===== config.mk =====
export PLATFORM = sky130hd
export DESIGN_NAME = audio_dac_ser
export DESIGN_NICKNAME = d
export VERILOG_FILES = /design/src/rtl/audio_dac_ser.sv
export SDC_FILE = /design/constraint.sdc
export NUM_CORES = 1
export LEC_CHECK = 0
export CAP_MARGIN = 40
export CORE_MARGIN = 3
export CORE_UTILIZATION = 59
export CTS_CLUSTER_DIAMETER = 80
export DETAILED_ROUTE_END_ITERATION = 10
export GPL_ROUTABILITY_DRIVEN = 1
export HOLD_SLACK_MARGIN = 0.12
export PLACE_DENSITY = 0.83
export SETUP_SLACK_MARGIN = 0.15
export SLEW_MARGIN = 20
export SYNTH_ARGS = -nofsm -noshare
export SYNTH_HDL_FRONTEND = slang
export SYNTH_SLANG_ARGS = --single-unit

===== constraint.sdc =====
create_clock -name clk -period 4.1 [get_ports clk]
set_input_delay 0.82 -clock clk [delete_from_list [all_inputs] [get_ports clk]]
set_output_delay 0.82 -clock clk [all_outputs]
set_load 0.01 [all_outputs]

===== src/rtl/audio_dac_ser.sv =====
// audio_dac_ser: sample FIFO feeding a 32-slot mono-duplicated serial DAC stream.
// Left-justified by default; define AUDIO_DAC_I2S_DELAY_EN for I2S one-slot data delay.
module audio_dac_ser #(
   parameter int BCLK_DIV   = 4,
   parameter int FIFO_DEPTH = 4
) (
   input  logic        clk,
   input  logic        reset_n,
   input  logic [15:0] in_sample,
   input  logic        in_valid,
   output logic        in_ready,
   output logic        aud_bclk,
   output logic        aud_lrck,
   output logic        aud_dacdat,
   output logic        underflow
);
   localparam int          AW        = $clog2(FIFO_DEPTH);
   localparam int          DIV_M1    = BCLK_DIV - 1;
   localparam logic [7:0]  DIV_MAX   = DIV_M1[7:0];
   localparam logic [AW:0] DEPTH_CNT = FIFO_DEPTH[AW:0];

   logic [15:0]   mem_q [FIFO_DEPTH];
   logic [AW-1:0] wr_ptr_q;
   logic [AW-1:0] rd_ptr_q;
   logic [AW:0]   count_q;
   logic [AW:0]   count_d;
   logic          full_q;
   logic [7:0]    div_q;
   logic          bclk_q;
   logic          lrck_q;
   logic          dacdat_q;
   logic          underflow_q;
   logic [4:0]    slot_q;
   logic [4:0]    slot_d;
   logic [15:0]   sample_q;
   logic [15:0]   sample_d;
   logic          div_wrap;
   logic          fall;
   logic          frame_start;
   logic          fifo_empty;
   logic          push;
   logic          pop;
   logic [3:0]    bit_idx;
   logic          tx_bit;

   always_comb begin
      fifo_empty  = (count_q == '0);
      push        = in_valid & ~full_q;
      div_wrap    = (div_q == DIV_MAX);
      fall        = div_wrap & bclk_q;
      slot_d      = slot_q + 5'd1;
      frame_start = fall & (slot_q == 5'd31);
      pop         = frame_start & ~fifo_empty;
      count_d     = count_q + {{AW{1'b0}}, push} - {{AW{1'b0}}, pop};
      sample_d    = sample_q;
      if (frame_start) begin
         sample_d = fifo_empty ? 16'h0000 : mem_q[rd_ptr_q];
      end
`ifdef AUDIO_DAC_I2S_DELAY_EN
      // Slot k carries bit 16-k of the current word; slots 0/16 wrap to the LSB,
      // and slot 0 still sees the outgoing word because sample_q has not reloaded yet.
      bit_idx = 4'd0 - slot_d[3:0];
      tx_bit  = sample_q[bit_idx];
`else
      bit_idx = 4'd15 - slot_d[3:0];
      tx_bit  = sample_d[bit_idx];
`endif
   end

   always_ff @(posedge clk) begin
      if (push) begin
         mem_q[wr_ptr_q] <= in_sample;
      end
   end

   always_ff @(posedge clk or negedge reset_n) begin
      if (!reset_n) begin
         div_q       <= '0;
         bclk_q      <= 1'b0;
         slot_q      <= 5'd31;
         lrck_q      <= 1'b0;
         dacdat_q    <= 1'b0;
         underflow_q <= 1'b0;
         sample_q    <= '0;
         wr_ptr_q    <= '0;
         rd_ptr_q    <= '0;
         count_q     <= '0;
         full_q      <= 1'b0;
      end else begin
         div_q       <= div_wrap ? 8'd0 : div_q + 8'd1;
         underflow_q <= frame_start & fifo_empty;
         if (div_wrap) begin
            bclk_q <= ~bclk_q;
         end
         // Everything visible to the DAC moves only on the falling BCLK transition.
         if (fall) begin
            slot_q   <= slot_d;
            lrck_q   <= slot_d[4];
            dacdat_q <= tx_bit;
            sample_q <= sample_d;
         end
         if (push) begin
            wr_ptr_q <= wr_ptr_q + 1'b1;
         end
         if (pop) begin
            rd_ptr_q <= rd_ptr_q + 1'b1;
         end
         count_q <= count_d;
         full_q  <= (count_d == DEPTH_CNT);
      end
   end

   assign in_ready   = ~full_q;
   assign aud_bclk   = bclk_q;
   assign aud_lrck   = lrck_q;
   assign aud_dacdat = dacdat_q;
   assign underflow  = underflow_q;
endmodule


Word level (Yosys, flattened, before mapping)
Memory sizes are Yosys's and may differ from the RTL's.
Index checks and enable logic that the tools add are counted.
{ "op_classes": {"add_sub_neg": 7, "reduce_logical": 1, "n_lt_le_gt_ge": 1, "n_eq_ne": 3, "mux": 7, "bitwise": 8} }
{ "ops": {"columns": ["cell", "count"], "rows": [
  ["$mux 16", 2],
  ["$add 8x1->8 const B", 1],
  ["$eq 8x2->1 const B", 1],
  ["$mux 8", 1],
  ["$add 5x1->5 const B", 1],
  ["$and 1x1->1", 5],
  ["$eq 5x5->1 const B", 1],
  ["$lt 4x5->1 const B", 1],
  ["$add 2x1->2 const B", 2],
  ["$bmux 1 s4", 1],
  ["$sub 4x4->4 const A", 1],
  ["$add 3x1->3", 1],
  ["$eq 3x3->1 const B", 1],
  ["$logic_not 3->1", 1],
  ["$mux 1", 3],
  ["$not 1->1", 3],
  ["$sub 3x1->3", 1]
]} }
{ "word_totals": {"mem_bits_rw": 64, "in_bits": 19, "ff_bits": 41, "memories": 1, "output_inout_bits": 5} }
{ "mem_list": {"columns": ["memory", "words", "width", "read_ports", "rd_ports_with_merged_regs", "wr", "line", "source"], "rows": [
  ["mem_q", 4, 16, 1, 0, 1, "22", "logic [15:0] mem_q [FIFO_DEPTH];"]
]} }

Longest topological paths before layout
{ "logic_depth": {"word_depth": 6, "depth_mapped": 13, "mapped_depth_nobuf": 12} }

Worst setup path before layout
Ideal clock, no wire load.
{ "synth_timing": {"path_type": "register -> register", "from": "reg div_q[0]", "to": "reg full_q", "path_buffers": 1, "stages_incl_launch_ff": 12, "t_required_ns": 4.012, "arrival_time_ns": 2.869, "synth_period_minus_slack_ns": 2.957, "setup_slack_ns": 1.143, "cell_sequence": "dfrtp_1 ha_1 or3b_2 nor4_4 buf_6 ha_1 inv_1 ha_1 fa_1 xnor2_1 xnor2_1 nor3b_1"} }
{ "synth_between": {"elab_chain_cells": 6} }
{ "synth_rtl": {"columns": ["item", "line", "source"], "rows": [
  ["from (decl)", "28", "logic [7:0] div_q;"],
  ["from (signal assigned)", "90", "div_q <= div_wrap ? 8'd0 : div_q + 8'd1;"],
  ["$eq 8x2->1", "49", "div_wrap = (div_q == DIV_MAX);"],
  ["$and 1x1->1", "50", "fall = div_wrap & bclk_q;"],
  ["$and 1x1->1", "52", "frame_start = fall & (slot_q == 5'd31);"],
  ["$and 1x1->1", "53", "pop = frame_start & ~fifo_empty;"],
  ["net pop", "42", "logic pop;"],
  ["$sub 3x1->3", "54", "count_d = count_q + {{AW{1'b0}}, push} - {{AW{1'b0}}, pop};"],
  ["net count_d[2]", "26", "logic [AW:0] count_d;"],
  ["$eq 3x3->1", "109", "full_q <= (count_d == DEPTH_CNT);"],
  ["to (signal assigned)", "109", null],
  ["to (decl)", "27", "logic full_q;"]
]} }
The timed path passes the listed nets, and every way through them passes these cells.
A chain may end at the register's enable or synchronous reset.

Worst setup path in the final report
{ "layout_timing": {"from": "reg slot_q[0]", "to": "reg full_q"} }
{ "layout_between": {"elab_chain_cells": 5} }
{ "layout_rtl": {"columns": ["item", "line", "source"], "rows": [
  ["from (decl)", "33", "logic [4:0] slot_q;"],
  ["from (signal assigned)", "97", "slot_q <= slot_d;"],
  ["$eq 5x5->1", "52", null],
  ["$and 1x1->1", "52", null],
  ["$and 1x1->1", "53", null],
  ["$sub 3x1->3", "54", null],
  ["net count_d[2]", "26", null],
  ["$eq 3x3->1", "109", null]
]} }
The timed path passes the listed nets, and every way through them passes these cells.

==> metrics.md <==
| Metric | Value |
|---|---|
| Sequential-to-total area share from yosys stat | 70.0% |
| Maximum operating frequency | 330 MHz |
| Leading area contributor after synthesis | sky130_fd_sc_hd__edfxtp_1 |
| Clock sink count | 105 |
| Final hold vios | 0 |
| Inserted Diodes | 0 |
| Root Buffer Master | sky130_fd_sc_hd__clkbuf_8 |
| Warning count from the yosys run | 0 |
| Number of clock buffers inserted by TritonCTS | 9 |
| Post-placement cell count | 357 |
| Wire length of the first global-routing pass | around 11000 um |
| Crit-path max cell delay | between 0.6 and 0.7 ns |
| CP Cell Sequence | ha_1, and3_1, ha_1, nand2_1, nor4_4, buf_4, ha_1, inv_1, ha_1, fa_1, xnor2_1, xnor2_1, nor3b_1 |
| Average wire per standard cell | approximately 17 um |
| Initial drt markers | 100 |
| Sum of overflow across all layers after global routing | 0 |
| Most frequent standard cell in the layout excluding fill and tap cells | sky130_fd_sc_hd__edfxtp_1 |
| Ratio of routed vias to standard cells | 5.63 |
| Number of global-route vias before repair | 2206 |
| Measured slew at the worst slew-check pin | 0.610 ns |
| Worst Setup Start Kind | flip-flop |
| RSZ-0062 raised after global routing | false |
| Wire length after detailed routing | 6520 um |
| WP data arrival | ~3.3 ns |
| Effective utilization at floorplan | a little over 60% |
| Sort of element at the end of the critical path | flip-flop |
| Final clock period utilization by the worst path | 74.0% |
| Tmin final | 3.03 ns |
| PwrDens | 460 nW/um^2 |
| Final ANT Viol Nets | 0 |
| Top cells by area, synth | sky130_fd_sc_hd__edfxtp_1 46%, sky130_fd_sc_hd__dfrtp_1 21%, sky130_fd_sc_hd__mux4_2 8.5%, sky130_fd_sc_hd__a22o_1 3.1%, sky130_fd_sc_hd__dfstp_2 3.1% |
| IR Drop Worst-Case VDD | 0.000349 V |
| Clock latency of the later-clocked register in the worst-skew pair | 0.37 ns |
| Overall die area | 8210 sq um |
| Outcome | completed |
| Mean post-synth cell area | 17.3 sq um |
| Flop and latch count out of synthesis | around 110 |
| CTS clk-pin slew, worst paths | 0.10 ns |
| Lkg Pwr | 1.82 nW |
| Leading cell types in the layout, fill and taps excluded | 64 x sky130_fd_sc_hd__edfxtp_1, 36 x sky130_fd_sc_hd__dfrtp_1, 22 x sky130_fd_sc_hd__clkdlybuf4s50_1 |
| Height of the chip | 90.6 um |
| Total of buffers placed on input and output ports | 23 |
| Setup Total Neg Slack | 0 ns |
| Max transition margin | 59.3% |
| Required time of the worst setup path | 4.39 ns |
| CTS H-tree lvls | 3 |
| Boundary Pins | 24 |
| Number of remaining DRC errors | 0 |
| Worst-path maximum fanout | 19 |
| Proportion of register bits with asynchronous set or reset after synthesis | 39.0% |
| Max-slew violation count | 0 |
| Final Setup Violations | 0 |
| Placement row count | 30 |
| Share of cells above drive strength 1 | 18.6% |
| Total half-perimeter wirelength after legalization and detailed placement | roughly 4300 um |
| Pre-antenna DRT Iters | 4 |
| Chip Width | 90.6 um |
| Post-cts repair resize count | 0 |
| Number of hold buffers added after cts | 0 |
| Post-synthesis instance area | 4220 sq um |
| Post CTS Setup Buffer Count | 0 |
| Ys flop type | sky130_fd_sc_hd__edfxtp_1 |
| Syn-to-layout area delta | 13.6% |
| Class of the tightest hold or removal check | primary input to asynchronous set/reset pin |
| Fin nets | 305 |
| Worst clock skew | 0.0120 ns |
| Count of flip-flops with a built-in enable after synthesis | 64 |
| Floorplan core area | 6870 sq um |
| Final GP Congestion | 0.736 |
| Synthesized Nets | between 200 and 300 |
| Number of max-cap violations | 0 |
| Slowest CP cell | sky130_fd_sc_hd__dfstp_2 |
| Crit path top cell by count | sky130_fd_sc_hd__ha_1 |
| Maximum number of pins on one net before global-route repair | 23 |
| Count of mapped cells out of synthesis | between 200 and 250 |
| CTS max path bufs | 2 |
| Critical setup path kind | flip-flop to flip-flop |
| Yosys cell types | 40 |
| Fraction of synthesized cell area taken by the top area cell type | 45.5% |
| Antenna violations before repair | 0 |
| Global Route Usage Sum | between 10% and 20% |
| Total number of vias | between 2000 and 2500 |
| Final std cells w/o fill | 376 |
| TritonCTS clock tree | yes |
[cell families (layout without fill, tap and decap cells)]
logic type | count (synthesis) | after routing | synth area share [%]
fa+ha+maj | 10 | 10 | 3.14
xor+xnor | 17 | 17 | 3.53
mux | 20 | 20 | 9.51
buf+inv | 18 | 54 | 2.34
flops | 105 | 105 | 70.0
compound gates | 27 | 27 | 5.27
simple gates | 47 | 47 | 6.25
[metal layers]
layer	GRT usage [%]	wire length, um	vias to the layer above
met4	7.27	123	0
met5	0	0	-
met1	23.7	2930	1088
met2	28.4	3270	27
met3	4.92	198	10
li1	-	-	991
[registers in the layout (all words and copies together), names as in the netlist]
signal	flops
aud_lrck	1
sample_q	16
underflow	1
slot_q	5
aud_bclk	1
mem_q	64
count_q	3
rd_ptr_q	2
wr_ptr_q	2
div_q	8
full_q	1
aud_dacdat	1
[cell type report]
type | instances | area [sq um]
Multi-Input combinational cell | 121 | 1170
Inverter | 8 | 30.0
Fill cell | 450 | 2070
Sequential cell | 105 | 2950
Clock inverter | 6 | 57.6
Tap cell | 96 | 120
Clock buffer | 9 | 124
Timing Repair Buffer | 31 | 343
[per-stage QoR]
stage          power, mW  utilization (%)  instance area [sq um]  setup WS, ns  hold WS (ns)
2_1_floorplan       1.51                -                   4220          1.14         0.432
3_3_place_gp        1.60             65.7                   4510         0.935         0.455
4_1_cts             2.21             69.0                   4740          1.04         0.397
5_1_grt             2.32             69.9                   4800         0.807         0.425
6_report            2.21             69.9                   4800          1.07         0.410
3_5_place_dp        1.63             66.3                   4560         0.837         0.460
[worst paths after layout]
check / startpoint / end / slack [ns] / depth (start not counted)
min in group clk: slot_q[4] / slot_q[4] / 0.47 / 2
max in group asynchronous: reset_n / slot_q[3] / 3.15 / 2
worst max-delay path: slot_q[0] / full_q / 1.07 / 13
worst min register to register: slot_q[4] / slot_q[4] / 0.47 / 2
worst min-delay path: reset_n / aud_dacdat / 0.41 / 1
worst max register to register: slot_q[0] / full_q / 1.07 / 13
[critical path, delay by kind of cell, from the launching register on]
kind / cells / cell delay (ns)
adders and majority gates: 5 / 1.08
DFF: 1 / 0.65
and+or+nand+nor: 4 / 0.59
buffers and inverters: 2 / 0.32
xor gates and xnor gates: 2 / 0.32
[power breakdown]
part	internal (mW)	switching (mW)
sequential	1.28	0.0444
clock	0.232	0.351
combinational	0.133	0.164
total	1.65	0.559
[synthesized netlist by cell type (2+ instances only)]
cell                       count
sky130_fd_sc_hd__nor2b_1       2
sky130_fd_sc_hd__buf_6         2
sky130_fd_sc_hd__mux2i_1       3
sky130_fd_sc_hd__inv_1         8
sky130_fd_sc_hd__edfxtp_1     64
sky130_fd_sc_hd__o21ai_0       3
sky130_fd_sc_hd__nor3_1        3
sky130_fd_sc_hd__nand3_1       4
sky130_fd_sc_hd__mux4_2       16
sky130_fd_sc_hd__and2_1        5
sky130_fd_sc_hd__ha_1          9
sky130_fd_sc_hd__dfstp_2       5
sky130_fd_sc_hd__and3_1        3
sky130_fd_sc_hd__buf_2         4
sky130_fd_sc_hd__a21oi_1       2
sky130_fd_sc_hd__dfrtp_1      36
sky130_fd_sc_hd__a22o_1       15
sky130_fd_sc_hd__clkbuf_1      3
sky130_fd_sc_hd__xnor2_1      12
sky130_fd_sc_hd__nand2_1      16
sky130_fd_sc_hd__xor2_1        5
sky130_fd_sc_hd__nor3b_1       3
sky130_fd_sc_hd__nor2_1        4
(Power assumes the default switching activity.)
